===== src/rtl/fifo_rr_arbiter_pkg.sv =====
// fifo_arb_pkg: FSM state encoding and channel-index width helper for fifo_rr_arbiter.
package fifo_arb_pkg;

    typedef enum logic [1:0] {
        IDLE = 2'd0,
        RD   = 2'd1,
        LAT  = 2'd2,
        WR   = 2'd3
    } state_t;

    function automatic int ch_w(input int n);
        return n > 2 ? $clog2(n) : 1;
    endfunction

endpackage


===== src/rtl/fifo_rr_arbiter_rr_pick.sv =====
// rr_pick: combinational rotating-priority picker, first request found upward from ptr+1 modulo N.
module rr_pick #(
    parameter int N = 4,
    parameter int W = 2
) (
    input  logic [N-1:0] req,
    input  logic [W-1:0] ptr,
    output logic         valid,
    output logic [W-1:0] idx
);

    // Walk from farthest to nearest so the nearest requester is the last assignment.
    always_comb begin
        idx = '0;
        for (int k = N; k >= 1; k--)
            if (req[(int'(ptr) + k) % N]) idx = W'((int'(ptr) + k) % N);
    end

    assign valid = |req;

endmodule


===== src/rtl/fifo_rr_arbiter.sv =====
// fifo_rr_arbiter: round-robin drain of NUM_CH input FIFOs into one tagged output FIFO.
// Define FIFO_ARB_BURST_EN to let a grant forward up to MAX_BURST words back to back.
module fifo_rr_arbiter
    import fifo_arb_pkg::*;
#(
    parameter  int NUM_CH    = 4,
    parameter  int DATA_W    = 32,
    parameter  int MAX_BURST = 4,
    localparam int CH_W      = ch_w(NUM_CH)
) (
    input  logic                     clock,
    input  logic                     reset_n,
    input  logic                     enable,
    input  logic [NUM_CH-1:0]        ch_mask,
    input  logic [NUM_CH-1:0]        in_empty,
    output logic [NUM_CH-1:0]        in_rd,
    input  logic [NUM_CH*DATA_W-1:0] in_din,
    input  logic                     out_full,
    output logic                     out_wr,
    output logic [DATA_W-1:0]        out_dout,
    output logic [CH_W-1:0]          out_ch,
    output logic                     busy,
    output logic [31:0]              word_count
);

    state_t state, next;
    logic [CH_W-1:0] g, rr_ptr, pick_idx;
    logic [NUM_CH-1:0] req;
    logic pick_valid, more;

    assign req = ~in_empty & ch_mask;

    rr_pick #(.N(NUM_CH), .W(CH_W)) u_pick (
        .req   (req),
        .ptr   (rr_ptr),
        .valid (pick_valid),
        .idx   (pick_idx)
    );

`ifdef FIFO_ARB_BURST_EN
    logic [7:0] burst_cnt;

    assign more = req[g] && enable && burst_cnt < 8'(MAX_BURST - 1);

    always_ff @(posedge clock or negedge reset_n)
        if (!reset_n)
            burst_cnt <= '0;
        else if (out_wr)
            burst_cnt <= more ? burst_cnt + 8'd1 : 8'd0;
`else
    assign more = 1'b0;
`endif

    assign out_wr = state == WR && !out_full;

    always_comb begin
        next = state;
        next = state == IDLE ? (enable && pick_valid ? RD : IDLE) :
               state == RD   ? LAT :
               state == LAT  ? WR :
               out_full      ? WR :
               more          ? RD : IDLE;
    end

    always_ff @(posedge clock or negedge reset_n)
        if (!reset_n)
            state <= IDLE;
        else
            state <= next;

    // in_rd is registered off the next state so the strobe is a clean one-cycle pulse.
    always_ff @(posedge clock or negedge reset_n)
        if (!reset_n) begin
            g          <= '0;
            rr_ptr     <= CH_W'(NUM_CH - 1);
            in_rd      <= '0;
            busy       <= 1'b0;
            out_dout   <= '0;
            out_ch     <= '0;
            word_count <= '0;
        end else begin
            busy  <= next != IDLE;
            in_rd <= next == RD ? NUM_CH'(1) << (state == IDLE ? pick_idx : g) : '0;
            if (state == IDLE)
                g <= pick_idx;
            if (state == LAT) begin
                out_dout <= in_din[int'(g) * DATA_W +: DATA_W];
                out_ch   <= g;
            end
            if (out_wr) begin
                word_count <= word_count + 32'd1;
                if (!more)
                    rr_ptr <= g;
            end
        end

endmodule

===== config.mk =====
export PLATFORM = sky130hd
export DESIGN_NAME = fifo_rr_arbiter
export DESIGN_NICKNAME = d
export VERILOG_FILES = /design/src/rtl/fifo_rr_arbiter_pkg.sv /design/src/rtl/fifo_rr_arbiter_rr_pick.sv /design/src/rtl/fifo_rr_arbiter.sv
export SDC_FILE = /design/constraint.sdc
export NUM_CORES = 1
export LEC_CHECK = 0
export CORE_AREA = 8 8 125 127
export DETAILED_ROUTE_END_ITERATION = 12
export DIE_AREA = 0 0 133 135
export HOLD_SLACK_MARGIN = 0.08
export PLACE_DENSITY = 0.65
export SYNTH_ARGS = -nofsm -noshare
export SYNTH_HDL_FRONTEND = slang
export SYNTH_SLANG_ARGS = --single-unit

===== constraint.sdc =====
create_clock -name clock -period 1.9 [get_ports clock]
set_clock_uncertainty 0.15 [all_clocks]
set_input_delay 0.57 -clock clock [delete_from_list [all_inputs] [get_ports clock]]
set_output_delay 0.57 -clock clock [all_outputs]
set_load 0.02 [all_outputs]

==> results of run 1 <==
synth_stat cells (2+ instances only):
library cell  count  share of area
clkbuf_1          3         0.0028
and3b_1           2         0.0044
xor2_1            5          0.011
buf_2             7         0.0087
buf_6             3         0.0084
nand4_1           9          0.014
nand2b_1          4         0.0062
mux4_2           32           0.18
nand2_1          13          0.012
buf_4             2         0.0037
and3_1            5         0.0078
dfstp_2           2          0.013
a211oi_1          2         0.0037
and4_1            2         0.0044
nor4_2            2         0.0062
nand3_1          15          0.019
nor4_1            2         0.0031
mux2_2           37           0.10
inv_1             3         0.0028
xnor2_1          26          0.057
dfrtp_1          75           0.47
nor2_1            9         0.0084
o21ai_0           4         0.0050
flip-flops by register name, summed over array words and instances, names as in the netlist:
signal / flops
busy: 1
out_dout: 32
out_ch: 2
word_count: 32
in_rd: 4
state: 2
rr_ptr: 2
g: 2
worst max-delay path by stage:
stage | from | to | slack [ns] | depth (start not counted)
floorplan | out_full | out_wr | 0.01 | 1
global placement | out_full | out_wr | -0.69 | 3
detailed placement | out_full | out_wr | -0.69 | 3
CTS | word_count[2] | word_count[2] | 0.002 | 1
global route | ch_mask[0] | in_rd[2] | -0.01 | 5
finish | ch_mask[1] | in_rd[3] | 0.06 | 6
metal layers:
layer / track usage / vias up
met3: 0.04309 / 13
met2: 0.2579 / 126
li1: - / 1563
met4: 0.05994 / 0
met1: 0.1742 / 1698
met5: 0 / -
worst max-delay path, stage by stage:
cell,delay (ns)
clkdlybuf4s50_1,0.52
nor3b_2,0.19
o21ba_1,0.17
a221oi_2,0.05
buf_4,0.15
nor4_2,0.27
final cells by class:
class | instances | area, um2 | share of cell area
clock inverter | 5 | 28.78 | 0.004247
clock buffer | 10 | 229.0 | 0.03379
multi-input combinational | 190 | 2049 | 0.3024
sequential | 77 | 1932 | 0.2851
timing repair buffer | 243 | 2301 | 0.3395
inverter | 3 | 11.26 | 0.001662
tap | 180 | 225.2 | 0.03323
repair_timing:
item                                    CTS  global route
endpoints found under the setup margin   98            25
endpoints found under the hold margin    19             0
pin swaps                                 3             4
resized for setup                        83            18
setup buffers                             1             4
cloned                                    1             0
hold buffers                              1             0
cells by family after synthesis:
group,count (synthesis),share of synthesized area
xor+xnor,31,0.06754
fa+ha+maj,1,0.003112
mux,69,0.2829
compound gates,17,0.03113
flops,77,0.4799
buf+inv,18,0.02645
simple gates,72,0.1089
report_power, final:
part           switching [mW]  internal (mW)
sequential              0.311           2.18
clock                   0.638          0.869
combinational            1.84           2.14
==> impl_metrics.env, run 1 <==
export IMPL_status="complete, no violations"
export IMPL_synth_seq_cells=77
export IMPL_startpoint_type="input port"
export IMPL_rows=43
export IMPL_gp_congestion=0.7825
export IMPL_stdcell_area_um2=6777
export IMPL_synth_edf_count=0
export IMPL_antenna_found_initial=0
export IMPL_routed_wl_um=13220
export IMPL_io_buffers=211
export IMPL_cts_tree="built"
export IMPL_drt_iter0_drc=102
export IMPL_antenna_cells=0
export IMPL_hold_slack_ns=0.3258
export IMPL_gr_usage_all_layers=0.1507
export IMPL_mostFrequentLayoutCells="clkdlybuf4s50_1, dfrtp_1, dlygate4sd2_1"
export IMPL_overflow=0
export IMPL_viasPerCell=4.802
export IMPL_vias=3400
export IMPL_syn_avg_cell_area_um2=14.11
export IMPL_total_leakage_power_nw=2.971
export IMPL_worstRegToRegCells=6
export IMPL_fmax_mhz=542.3
export IMPL_holdCritPathClass="reg2reg"
export IMPL_final_common_cell="clkdlybuf4s50_1"
export IMPL_syn_nets=426
export IMPL_final_util=0.4978
export IMPL_end_kind="register"
export IMPL_drv_slew=0
export IMPL_critical_path_class="in2reg"
export IMPL_clk_insertion_delay_late_ns=0.33
export IMPL_post_route_period_util=0.9705
export IMPL_worstPathArrival_ns=1.92
export IMPL_grt_pass1_vias=3732
export IMPL_hpwl_um=10520
export IMPL_core_area_um2=13610
export IMPL_reg2reg_from="word_count[4]"
export IMPL_ys_types=44
export IMPL_setup_ws_ns=0.05606
export IMPL_synthCells=285
export IMPL_placedCellCount=686
export IMPL_firstDrtPassIters=4
export IMPL_fill_cells=1244
export IMPL_drv_cap=0
export IMPL_tns_ns=0
export IMPL_p_total_mw=7.975
export IMPL_critPathMaxFanout=3
export IMPL_nets=665
export IMPL_fin_crit_ns=1.844
export IMPL_start_util=0.2953
export IMPL_p_per_area_nw_per_um2=1177
export IMPL_max_slew_margin=0.7735
export IMPL_r2r_end="word_count[20]"
export IMPL_pre_cts_slack_ns=-0.6943
export IMPL_yosysSeqAreaShare=0.4799
export IMPL_grt_pass1_wl_um=21300
export IMPL_worstPathRequired_ns=1.98
export IMPL_setup_violations=0
export IMPL_ios=212
export IMPL_clk_pin_slew_ns=0.06
export IMPL_dieArea_um2=17960
export IMPL_vdd_drop_max_uv=671.5
export IMPL_synthToLayoutAreaGrowth_pct=68.57
export IMPL_wire_per_inst_um=18.67
export IMPL_wl_met1_um=5361
export IMPL_grt_start_max_net_pins=36
export IMPL_cts_sinks=77
export IMPL_reg2reg_slack_ns=0.14
export IMPL_die_h_um=135
export IMPL_top_layer_used="met4"
export IMPL_route_antenna_remaining_nets=0
export IMPL_placedInstanceArea_um2=6499
export IMPL_fin_cells=708
export IMPL_hold_path_endpoint="word_count[31]"
export IMPL_tightest_slew_ns=0.3398
export IMPL_finalHoldViolations=0
export IMPL_numCtsBuffers=9
export IMPL_dr_wl_met2_um=6721
export IMPL_drcViolationCount=0
export IMPL_cts_path_max_buffers=2
export IMPL_htree_levels=3
export IMPL_holdPathStages=1
export IMPL_die_w_um=133
export IMPL_synthArstFlopShare=1.000
export IMPL_synthesis_area_um2=4020
export IMPL_ys_warnings_count=0
export IMPL_cts_root_buf="clkbuf_16"
export IMPL_hp_start="word_count[31]"
export IMPL_wl_met3_um=919
export IMPL_layout_drive_gt1_share=0.2633
export IMPL_synthFlopType="dfrtp_1"
Note: power is estimated with default switching activity, not from simulation.
==> inputs of run 2 (changes only) <==
--- a/config.mk
+++ b/config.mk
@@ -6,6 +6,7 @@
 export NUM_CORES = 1
 export LEC_CHECK = 0
 export CORE_AREA = 8 8 125 127
+export CTS_CLUSTER_SIZE = 12
 export DETAILED_ROUTE_END_ITERATION = 12
 export DIE_AREA = 0 0 133 135
 export HOLD_SLACK_MARGIN = 0.08
==> results of run 2 <==
The final DEF is identical to that of run 1; final timing and power are the same.
